==> src/rtl/shift_sequencer_pkg.sv <==
// Shared gear codes, error codes, FSM encoding and step-planning helpers
// for the gear-shift sequencer in front of the selector FSM.
package shift_pkg;

    localparam logic [2:0] GEAR_P       = 3'd0;
    localparam logic [2:0] GEAR_R       = 3'd1;
    localparam logic [2:0] GEAR_N       = 3'd2;
    localparam logic [2:0] GEAR_D1      = 3'd3;
    localparam logic [2:0] GEAR_D2      = 3'd4;
    localparam logic [2:0] GEAR_D3      = 3'd5;
    localparam logic [2:0] GEAR_D4      = 3'd6;
    localparam logic [2:0] GEAR_ILLEGAL = 3'd7;

    localparam logic [2:0] ERR_NONE      = 3'd0;
    localparam logic [2:0] ERR_INTERLOCK = 3'd1;
    localparam logic [2:0] ERR_TIMEOUT   = 3'd2;
    localparam logic [2:0] ERR_STATUS    = 3'd3;
    localparam logic [2:0] ERR_GEAR      = 3'd4;

    localparam logic [2:0] ST_IDLE     = 3'd0;
    localparam logic [2:0] ST_CHECK    = 3'd1;
    localparam logic [2:0] ST_PULSE    = 3'd2;
    localparam logic [2:0] ST_WAIT_ACK = 3'd3;
    localparam logic [2:0] ST_GAP      = 3'd4;
    localparam logic [2:0] ST_DONE     = 3'd5;
    localparam logic [2:0] ST_ERR      = 3'd6;

    typedef enum logic [1:0] {
        BTN_P = 2'd0,
        BTN_R = 2'd1,
        BTN_N = 2'd2,
        BTN_D = 2'd3
    } btn_t;

    function automatic logic is_drive(input logic [2:0] g);
        return (g >= GEAR_D1) && (g <= GEAR_D4);
    endfunction

    // Next button on the way from cur to target; a downshift within D goes via N.
    function automatic btn_t step_button(input logic [2:0] cur, input logic [2:0] target);
        btn_t b;
        case (target)
            GEAR_P:  b = BTN_P;
            GEAR_R:  b = BTN_R;
            GEAR_N:  b = BTN_N;
            default: b = (is_drive(cur) && (cur > target)) ? BTN_N : BTN_D;
        endcase
        return b;
    endfunction

    function automatic logic [2:0] next_gear(input logic [2:0] cur, input logic [2:0] target);
        logic [2:0] nxt;
        case (step_button(cur, target))
            BTN_P:   nxt = GEAR_P;
            BTN_R:   nxt = GEAR_R;
            BTN_N:   nxt = GEAR_N;
            default: nxt = is_drive(cur) ? (cur + 3'd1) : GEAR_D1;
        endcase
        return nxt;
    endfunction

endpackage

==> src/rtl/shift_sequencer_gear_decode.sv <==
// Turns the selector's seven indicator lines into a gear code; anything
// other than exactly one lit indicator decodes as GEAR_ILLEGAL.
module gear_decode
    import shift_pkg::*;
(
    input  logic       p1,
    input  logic       r1,
    input  logic       n1,
    input  logic       d1,
    input  logic       d2,
    input  logic       d3,
    input  logic       d4,
    output logic [2:0] gear,
    output logic       onehot_ok
);

    logic [6:0] ind;
    assign ind = {d4, d3, d2, d1, n1, r1, p1};

    always_comb begin
        // NOTE: defaults come first so no path through the case can infer a latch.
        gear = GEAR_ILLEGAL;
        case (ind)
            7'b000_0001: gear = GEAR_P;
            7'b000_0010: gear = GEAR_R;
            7'b000_0100: gear = GEAR_N;
            7'b000_1000: gear = GEAR_D1;
            7'b001_0000: gear = GEAR_D2;
            7'b010_0000: gear = GEAR_D3;
            7'b100_0000: gear = GEAR_D4;
            default:     gear = GEAR_ILLEGAL;
        endcase
        onehot_ok = (gear != GEAR_ILLEGAL);
    end

endmodule

==> src/rtl/shift_sequencer.sv <==
// Gear-shift sequencer: accepts one gear request, checks interlocks, then
// presses selector buttons one step at a time and waits for each to be confirmed.
module shift_sequencer
    import shift_pkg::*;
#(
    parameter int PULSE_CYCLES = 2,
    parameter int GAP_CYCLES   = 2,
    parameter int ACK_TIMEOUT  = 16
) (
    input  logic       clk,
    input  logic       reset,
    input  logic       req_valid,
    input  logic [2:0] req_gear,
    output logic       req_ready,
    input  logic       brake,
    input  logic       stopped,
    input  logic       P1,
    input  logic       R1,
    input  logic       N1,
    input  logic       D1,
    input  logic       D2,
    input  logic       D3,
    input  logic       D4,
    output logic       btn_P,
    output logic       btn_R,
    output logic       btn_N,
    output logic       btn_D,
    output logic       busy,
    output logic       done,
    output logic       err,
    output logic [2:0] err_code
);

    localparam logic [7:0] PULSE_LAST = 8'(PULSE_CYCLES - 1);
    localparam logic [7:0] GAP_LAST   = 8'(GAP_CYCLES - 1);
    localparam logic [7:0] ACK_LAST   = 8'(ACK_TIMEOUT - 1);

    logic [2:0] state;
    logic [2:0] target;
    logic [2:0] cur_gear;
    logic [2:0] expect_gear;
    btn_t       btn_sel;
    logic [7:0] cnt;
    logic [2:0] err_code_q;

    logic [2:0] ind_gear;
    logic       ind_ok;

    gear_decode u_decode (
        .p1        (P1),
        .r1        (R1),
        .n1        (N1),
        .d1        (D1),
        .d2        (D2),
        .d3        (D3),
        .d4        (D4),
        .gear      (ind_gear),
        .onehot_ok (ind_ok)
    );

    // NOTE: registers use non-blocking assignments so every branch sees pre-edge values.
    always_ff @(posedge clk) begin
        if (reset) begin
            state       <= ST_IDLE;
            target      <= GEAR_P;
            cur_gear    <= GEAR_P;
            expect_gear <= GEAR_P;
            btn_sel     <= BTN_P;
            cnt         <= '0;
            err_code_q  <= ERR_NONE;
        end else begin
            case (state)
                ST_IDLE: begin
                    if (req_valid) begin
                        target     <= req_gear;
                        err_code_q <= ERR_NONE;
                        state      <= ST_CHECK;
                    end
                end
                ST_CHECK: begin
                    cnt <= '0;
                    if (target == GEAR_ILLEGAL) begin
                        err_code_q <= ERR_GEAR;
                        state      <= ST_ERR;
                    end else if (!ind_ok) begin
                        err_code_q <= ERR_STATUS;
                        state      <= ST_ERR;
                    end else if (((target == GEAR_P) || (target == GEAR_R)) && !(brake && stopped)) begin
                        err_code_q <= ERR_INTERLOCK;
                        state      <= ST_ERR;
                    end else if ((ind_gear == GEAR_P) && (target != GEAR_P) && !brake) begin
                        err_code_q <= ERR_INTERLOCK;
                        state      <= ST_ERR;
                    end else if (target == ind_gear) begin
                        state <= ST_DONE;
                    end else begin
                        cur_gear    <= ind_gear;
                        btn_sel     <= step_button(ind_gear, target);
                        expect_gear <= next_gear(ind_gear, target);
                        state       <= ST_PULSE;
                    end
                end
                ST_PULSE: begin
                    if (cnt == PULSE_LAST) begin
                        cnt   <= '0;
                        state <= ST_WAIT_ACK;
                    end else begin
                        cnt <= cnt + 8'd1;
                    end
                end
                ST_WAIT_ACK: begin
                    if (ind_ok && (ind_gear == expect_gear)) begin
                        cnt      <= '0;
                        cur_gear <= expect_gear;
                        state    <= ST_GAP;
                    end else if (cnt == ACK_LAST) begin
                        err_code_q <= ERR_TIMEOUT;
                        state      <= ST_ERR;
                    end else begin
                        cnt <= cnt + 8'd1;
                    end
                end
                ST_GAP: begin
                    if (cnt == GAP_LAST) begin
                        cnt <= '0;
                        if (cur_gear == target) begin
                            state <= ST_DONE;
                        end else begin
                            btn_sel     <= step_button(cur_gear, target);
                            expect_gear <= next_gear(cur_gear, target);
                            state       <= ST_PULSE;
                        end
                    end else begin
                        cnt <= cnt + 8'd1;
                    end
                end
                ST_DONE: state <= ST_IDLE;
                ST_ERR:  state <= ST_IDLE;
                default: state <= ST_IDLE;
            endcase
        end
    end

    // Buttons decode straight from state, so only the selected one can be high.
    assign btn_P     = (state == ST_PULSE) && (btn_sel == BTN_P);
    assign btn_R     = (state == ST_PULSE) && (btn_sel == BTN_R);
    assign btn_N     = (state == ST_PULSE) && (btn_sel == BTN_N);
    assign btn_D     = (state == ST_PULSE) && (btn_sel == BTN_D);
    assign req_ready = (state == ST_IDLE);
    assign busy      = (state != ST_IDLE);
    assign done      = (state == ST_DONE);
    assign err       = (state == ST_ERR);
    assign err_code  = err_code_q;

endmodule

==> config.mk <==
export PLATFORM = sky130hd
export DESIGN_NAME = shift_sequencer
export DESIGN_NICKNAME = d
export VERILOG_FILES = /design/src/rtl/shift_sequencer_pkg.sv /design/src/rtl/shift_sequencer_gear_decode.sv /design/src/rtl/shift_sequencer.sv
export SDC_FILE = /design/constraint.sdc
export NUM_CORES = 1
export LEC_CHECK = 0
export CAP_MARGIN = 10
export CORE_ASPECT_RATIO = 1.25
export CORE_MARGIN = 1.5
export CORE_UTILIZATION = 40
export CTS_CLUSTER_DIAMETER = 150
export CTS_CLUSTER_SIZE = 20
export DETAILED_ROUTE_END_ITERATION = 16
export GPL_TIMING_DRIVEN = 0
export SLEW_MARGIN = 30
export SYNTH_ARGS = -nofsm -noshare
export SYNTH_HDL_FRONTEND = slang
export SYNTH_SLANG_ARGS = --single-unit
==> constraint.sdc <==
create_clock -name clk -period 3.9 [get_ports clk]
set_clock_uncertainty 0.15 [all_clocks]
set_input_delay 0.39 -clock clk [delete_from_list [all_inputs] [get_ports clk]]
set_output_delay 0.39 -clock clk [all_outputs]
set_load 0.05 [all_outputs]
# == Word level (Yosys, flattened, before mapping) ==
# Cells that the tools add are included.
# Widths: inputs -> output; s select.
# classes
n_addsub,3
magnitude_cmp,6
n_eq_ne,44
n_mux,60
n_reduce_logical,35
# op_table
op,n
$mux 3,33
$pmux 3 s3,3
$mux 8,3
$ne 2x2->1 const B,12
$pmux 8 s3,1
$mux 2,11
$pmux 3 s7,1
$pmux 3 s5,1
$logic_and 1x1->1,13
$eq 3x3->1 const B,4
$pmux 2 s3,2
$pmux 3 s2,2
$reduce_bool 3->1,4
$eq 3x2->1 const B,3
$eq 3x3->1,3
$logic_not 3->1,3
$ne 3x3->1 const B,3
$add 8x1->8 const B,1
$eq 2x2->1 const B,4
$eq 8x1->1 const B,1
$eq 8x4->1 const B,1
$reduce_and 8->1,1
$eq 7x1->1 const B,1
$eq 7x2->1 const B,1
other kinds (23),36
# totals
ff_bits,25
in_bits,15

# == Depth between registers and ports, before layout ==
# logic_depth
word_depth,22
ltp_mapped,15
ltp_nobuf,14

# == Cells and area by module ==
# From an unflattened synthesis, not the netlist that was laid out.
# hier_totals
hier_cells,254
hier_area_um2,2067.0
# by_module_without_submodules
mod,n_inst,cells_each,area_each_um2,seq_area_each_um2
shift_sequencer,1,225,1860.5,500.5
gear_decode,1,29,206.4,0.0

# == Least setup slack after synthesis ==
# No wires, ideal clock.
# synth_timing
kind,input-to-reg
from,in D2
to,reg expect_gear[1]
arrival_ns,2.947
t_required_ns,3.634
path_slack_ns,0.686
path_stages,12
n_path_buf,1
cell_sequence,buf_2 or4b_2 nor4_1 a21oi_1 o21ai_1 ha_1 ha_1 a211oi_1 and3_1 a31o_2 o311a_1 a31o_2
# synth_between
elab_chain_cells,22
elab_cells_between_ends,43
classes_between,add/sub: 1; order compare: 3; eq/ne: 14; mux: 18; reduce/logical: 7
# synth_rtl
element,line_no,source
from (decl),shift_sequencer.sv:21,"input logic D2,"
"$eq 7x7->1, or another cell as far along",shift_sequencer_gear_decode.sv:23,case (ind)
$pmux 3 s7 *,shift_sequencer_gear_decode.sv:23,
$ge 3x2->1 or $le 3x3->1 (tied branches),shift_sequencer_pkg.sv:36,return (g >= GEAR_D1) && (g <= GEAR_D4);
$logic_and 1x1->1,shift_sequencer_pkg.sv:36,
$logic_and 1x1->1,shift_sequencer_pkg.sv:46,default: b = (is_drive(cur) && (cur > target)) ? BTN_N : BTN_D;
$mux 1,shift_sequencer_pkg.sv:46,
$pmux 2 s3,shift_sequencer_pkg.sv:42,case (target)
$mux 2,shift_sequencer.sv:94,end else if (target == ind_gear) begin
[... 6 more ...],-,
"$eq 2x2->1, or another cell as far along",shift_sequencer_pkg.sv:53,"case (step_button(cur, target))"
$pmux 3 s3,shift_sequencer_pkg.sv:53,
$mux 3,shift_sequencer.sv:94,
$mux 3,shift_sequencer.sv:91,end else if ((ind_gear == GEAR_P) && (target != GEAR_P) && !brake) begin
$mux 3,shift_sequencer.sv:88,end else if (((target == GEAR_P) || (target == GEAR_R)) && !(brake && stopped)) begin
$mux 3,shift_sequencer.sv:85,end else if (!ind_ok) begin
$mux 3,shift_sequencer.sv:82,if (target == GEAR_ILLEGAL) begin
$pmux 3 s2,shift_sequencer.sv:72,case (state)
to (signal assigned),shift_sequencer.sv:99,"expect_gear <= next_gear(ind_gear, target);"
to (signal assigned),shift_sequencer.sv:130,"expect_gear <= next_gear(cur_gear, target);"
to (decl),shift_sequencer.sv:41,logic [2:0] expect_gear;
# Mark *: on every way between the ends. The rest lies on a longest branch, timed or not. The select of a mux whose other input is x is not followed.
# A chain may end at the register's enable or synchronous reset.

# == Final worst setup path ==
# layout_timing
from,in R1
to,reg expect_gear[1]
# layout_between
elab_chain_cells,22
elab_cells_between_ends,43
classes_between,add/sub: 1; order compare: 3; eq/ne: 14; mux: 18; reduce/logical: 7
# layout_rtl
element,line_no,source
from (decl),shift_sequencer.sv:18,"input logic R1,"
"$eq 7x7->1, or another cell as far along",shift_sequencer_gear_decode.sv:23,
$pmux 3 s7 *,shift_sequencer_gear_decode.sv:23,
$ge 3x2->1 or $le 3x3->1 (tied branches),shift_sequencer_pkg.sv:36,
$logic_and 1x1->1,shift_sequencer_pkg.sv:36,
$logic_and 1x1->1,shift_sequencer_pkg.sv:46,
$mux 1,shift_sequencer_pkg.sv:46,
$pmux 2 s3,shift_sequencer_pkg.sv:42,
$mux 2,shift_sequencer.sv:94,
[... 6 more ...],-,
"$eq 2x2->1, or another cell as far along",shift_sequencer_pkg.sv:53,
$pmux 3 s3,shift_sequencer_pkg.sv:53,
$mux 3,shift_sequencer.sv:94,
$mux 3,shift_sequencer.sv:91,
$mux 3,shift_sequencer.sv:88,
$mux 3,shift_sequencer.sv:85,
$mux 3,shift_sequencer.sv:82,
$pmux 3 s2,shift_sequencer.sv:72,
# Marked as above.

==> results.md <==
Route:
- The via density per instance is 5.582.
- The number of remaining DRC errors is 0.
- The number of detailed-routing iterations run before antenna repair is 4.
- The average wire per cell in the routed design is 14.05 um.
- The count of routing violations after the opening detailed-route iteration is 97.
- The routed wire length is 5115 um.
- The via total after detailed routing is 2,032.
- The post-detailed-route count of antenna-violating nets is 0.

Placement:
- The last weighted congestion value of the routability-driven placer is 0.8457.
- The final HPWL from detailed placement is 4079 um.
- The number of port buffers is 19.
- The area after detailed placement is 0.002364 mm2.
- Before CTS, the worst setup slack after placement is -0.3500 ns.

CTS:
- After clock tree synthesis, the clock-pin slew on the worst setup and hold paths is 0.09 ns.
- TritonCTS built the clock tree.
- The clock latency of the later-clocked register in the worst-skew pair is 0.27 ns.
- The post-CTS setup-driven buffer insertion count is 0.
- No sink is reached through more buffers than the 2 on the longest clock path.
- In this run the clock root is driven by a sky130_fd_sc_hd__clkbuf_8.
- The number of buffers created by CTS is 3.
- CTS built an H-tree with a depth of 1.
- For this design, the sink count on the clock tree is 25.

Timing:
- The number of setup violations in the final report is 0.
- The count of pins over their slew limit is 0.
- Of the available clock period, the critical path in the final layout requires 94.14%.
- Headroom to the max-slew limit came out at 65.58%.
- At the pin with the least slew margin, the transition time is 0.5109 ns.
- The shortest clock period the worst path allows after layout is 3.671 ns.
- The post-route worst setup slack is 0.2285 ns.
- Setup repair after global routing left no endpoint under its margin.
- The number of failing hold endpoints at the final stage is 0.
- Derived from the worst setup path, the maximum achievable clock frequency is 272.4 MHz.

Die:
- The core region is 0.005080 mm2.
- The die covers 0.005685 mm2.
- The row count is 29.
- The horizontal extent of the die is 67.74 um.
- The number of primary I/O pins is 26.
- The effective utilization at floorplan is 41.26%.
- The floorplan step set the die height to 83.93 um.

Critical path:
- The worst path required time is 3.92 ns.
- The kind of start point of the critical path is an input pin.
- The setup check on the worst reg-to-reg path leaves a slack of 1.13 ns.
- The largest fanout on the critical path is 8.
- STA classifies the critical path endpoint as a flip-flop.
- The worst endpoint data arrival time is 3.69 ns.
- The critical setup path kind is in -> reg.

Layout:
- The layout has 526 filler cells.
- The top cell types in the final layout, fill and taps aside, are sky130_fd_sc_hd__nor2_1 (40), sky130_fd_sc_hd__dfxtp_1 (25), sky130_fd_sc_hd__nand2_1 (22), sky130_fd_sc_hd__inv_1 (20), sky130_fd_sc_hd__clkdlybuf4s50_1 (19).
- The area used by sequential logic in the layout is 500.5 um2.
- The area growth from synthesis to layout is 15.64%.
- The number of diodes is 0.
- Of the cells placed in the final design, the portion with a size suffix greater than 1 is 9.272%.
- The most frequent standard cell in the layout excluding fill and tap cells is sky130_fd_sc_hd__nor2_1.
- The final cell area excluding filler cells is 0.002424 mm2.
- The post-layout net count is 334.
- Summing all multi-input logic gate instances after layout gives 0.001488 mm2.

Global route:
- The global-route track usage on met1 is 23.03%.
- The pin count of the biggest net entering global routing is 14.
- The first global-routing pass estimated 8666 um of wire.
- Global routing consumed, on the met2 layer, 35.29% of the routing resources.
- After global routing the overflow that remains totals 0.
- The total track usage is 19.32%.
- The fraction of met3 tracks used by global routing is 2.159%.
- The initial antenna violation count is 0.
- The via count of the first global-routing pass was 1,928.
- The most used routing layer is met2.

Logic synthesis:
- sky130_fd_sc_hd__dfxtp_1 takes more of the synthesized area than any other cell.
- Counting flops and latches in the post-synthesis netlist gives 25.
- Yosys mapped the design onto 52 distinct sky130hd cell types.
- Synthesis handed over a netlist of 279 instances.
- The top flip-flop cell by instance count after synthesis is sky130_fd_sc_hd__dfxtp_1.
- The fraction of the yosys area taken by sequential cells is 23.88%.
- The share of flip-flops with an asynchronous set or reset after synthesis is 0%.
- Summed over its instances, the top area cell type makes up 23.88% of the synthesized netlist area.
- By area the synthesized netlist is led by sky130_fd_sc_hd__dfxtp_1 (24%), sky130_fd_sc_hd__ha_1 (9.6%), sky130_fd_sc_hd__nor2_1 (7.2%), sky130_fd_sc_hd__a21oi_1 (4.3%), sky130_fd_sc_hd__nand2_1 (3.9%).
- The Yosys step of the flow raised 0 warnings.
- The mapped netlist covers 0.002096 mm2.
- The average instance area after synthesis is 7.512 um2.
- Synthesis produced a netlist with a net count of 310.
- The number of enable flip-flop cells after synthesis is 0.

Power:
- The worst vdd rail ir drop is 0.0002506 V.
- For this design the static power due to leakage is 0.9443 nW.
- The power per cell area is 500.9 mW/mm2.

Flow run:
- The tool flagged a number of max-cap violations equal to 0.

Hold path:
- The class of the tightest hold or removal check is reg -> reg.

Status:
- The flow ran to the end, and the final reports show no timing, DRC or antenna violations.
## flip-flops by register name (all words and copies together) (netlist names)
name / flops
cnt: 8
cur_gear: 3
err_code: 3
expect_gear: 3
state: 3
target: 3
btn_sel: 2
## worst max-delay path: stages
cell                              delay, ns
sky130_fd_sc_hd__clkdlybuf4s50_1       0.53
sky130_fd_sc_hd__or4b_2                0.70
sky130_fd_sc_hd__nor4_1                0.28
sky130_fd_sc_hd__a21oi_1               0.12
sky130_fd_sc_hd__o21ai_2               0.17
sky130_fd_sc_hd__ha_1                  0.25
sky130_fd_sc_hd__ha_1                  0.30
sky130_fd_sc_hd__a211oi_2              0.11
sky130_fd_sc_hd__and3_1                0.22
sky130_fd_sc_hd__a31o_2                0.28
sky130_fd_sc_hd__o311a_1               0.13
sky130_fd_sc_hd__a31o_2                0.21
## cell type report
type                    instances  area share (%)
well taps                      62           3.201
plain buffers                  11           1.962
repair buffers                 19           7.847
clock buffers                   4           1.859
inverters                      20           3.098
flip-flops and latches         25           20.65
multi-input cells             223           61.38
## cell families (layout without fill, tap and decap cells)
group | count (synthesis) | in the layout | share of synthesized area, %
buffers and inverters | 31 | 54 | 5.850
flip-flops | 25 | 25 | 23.88
XOR/XNOR | 7 | 7 | 2.925
AND/OR/NAND/NOR | 123 | 123 | 30.09
multiplexers | 5 | 5 | 3.104
adder cells (fa/ha/maj) | 16 | 16 | 9.552
AO/OA/AOI/OAI | 72 | 72 | 24.60
## stage by stage
stage               cells  total power, mW  hold WS (ns)  utilization (%)  TNS, ns
global route          364            1.315        0.3659            47.71        0
finish                364            1.214        0.3270            47.71        0
global placement      360            1.053        0.2986            46.53   -2.616
CTS                   364            1.218        0.3338            47.54        0
detailed placement    360            1.057        0.3105            46.53   -2.190
floorplan             279           0.8732        0.3115                -        0
## repair_timing
item | in CTS | in global routing
gates resized for setup | 1 | 2
hold buffers | 0 | 0
setup endpoints to repair | 3 | 11
gates cloned | 0 | 0
## routing by layer
layer / share of wire, % / wire (um)
met1: 45 / 2283
met3: 2.3 / 119
met4: 0.45 / 23
met2: 53 / 2689
met5: 0 / 0
## path summary, 6_finish.rpt
check                                              start                           to  cells past startpoint
worst max-delay path                                  R1  expect_gear[1]$_SDFFE_PP0P_                     12
worst min-delay path            err_code[1]$_SDFFE_PP0P_     err_code[1]$_SDFFE_PP0P_                      1
worst max register to register       cnt[4]$_SDFFE_PP0P_          cnt[3]$_SDFFE_PP0P_                      8
worst min register to register  err_code[1]$_SDFFE_PP0P_     err_code[1]$_SDFFE_PP0P_                      1
## synth_stat cells (2+ instances only)
master                     count
sky130_fd_sc_hd__o21ai_0       9
sky130_fd_sc_hd__a31oi_1       4
sky130_fd_sc_hd__nor3_1       10
sky130_fd_sc_hd__nor2b_1       7
sky130_fd_sc_hd__ha_1         16
sky130_fd_sc_hd__nand2_1      22
sky130_fd_sc_hd__o221ai_1      3
sky130_fd_sc_hd__inv_1        20
sky130_fd_sc_hd__mux2_2        2
sky130_fd_sc_hd__and2_1        3
sky130_fd_sc_hd__or2_2         2
sky130_fd_sc_hd__a21oi_1      18
sky130_fd_sc_hd__xor2_1        4
sky130_fd_sc_hd__buf_2         5
sky130_fd_sc_hd__nand2b_1      4
sky130_fd_sc_hd__nor4b_2       3
sky130_fd_sc_hd__a22o_1        4
sky130_fd_sc_hd__a311oi_1      5
sky130_fd_sc_hd__a22oi_1       2
sky130_fd_sc_hd__nor4_1        5
sky130_fd_sc_hd__clkbuf_1      6
sky130_fd_sc_hd__nand3_1      11
sky130_fd_sc_hd__and3_1        5
sky130_fd_sc_hd__xnor2_1       3
sky130_fd_sc_hd__o21ai_2       2
sky130_fd_sc_hd__or3_1         4
sky130_fd_sc_hd__a221o_1       3
sky130_fd_sc_hd__a31o_2        2
sky130_fd_sc_hd__o211ai_1      2
sky130_fd_sc_hd__dfxtp_1      25
sky130_fd_sc_hd__a211o_1       5
sky130_fd_sc_hd__nor2_1       40
sky130_fd_sc_hd__a211oi_1      3
sky130_fd_sc_hd__mux2i_1       2
## report_power, final
| group | total, mW | leakage (nW) | switching [mW] | internal [mW] |
|---|---|---|---|---|
| Sequential | 0.341 | 0.203 | 0.0466 | 0.294 |
| Combinational | 0.715 | 0.718 | 0.452 | 0.264 |
| Clock | 0.158 | 0.0228 | 0.0847 | 0.0730 |
Note: power is estimated with default switching activity, not from simulation.
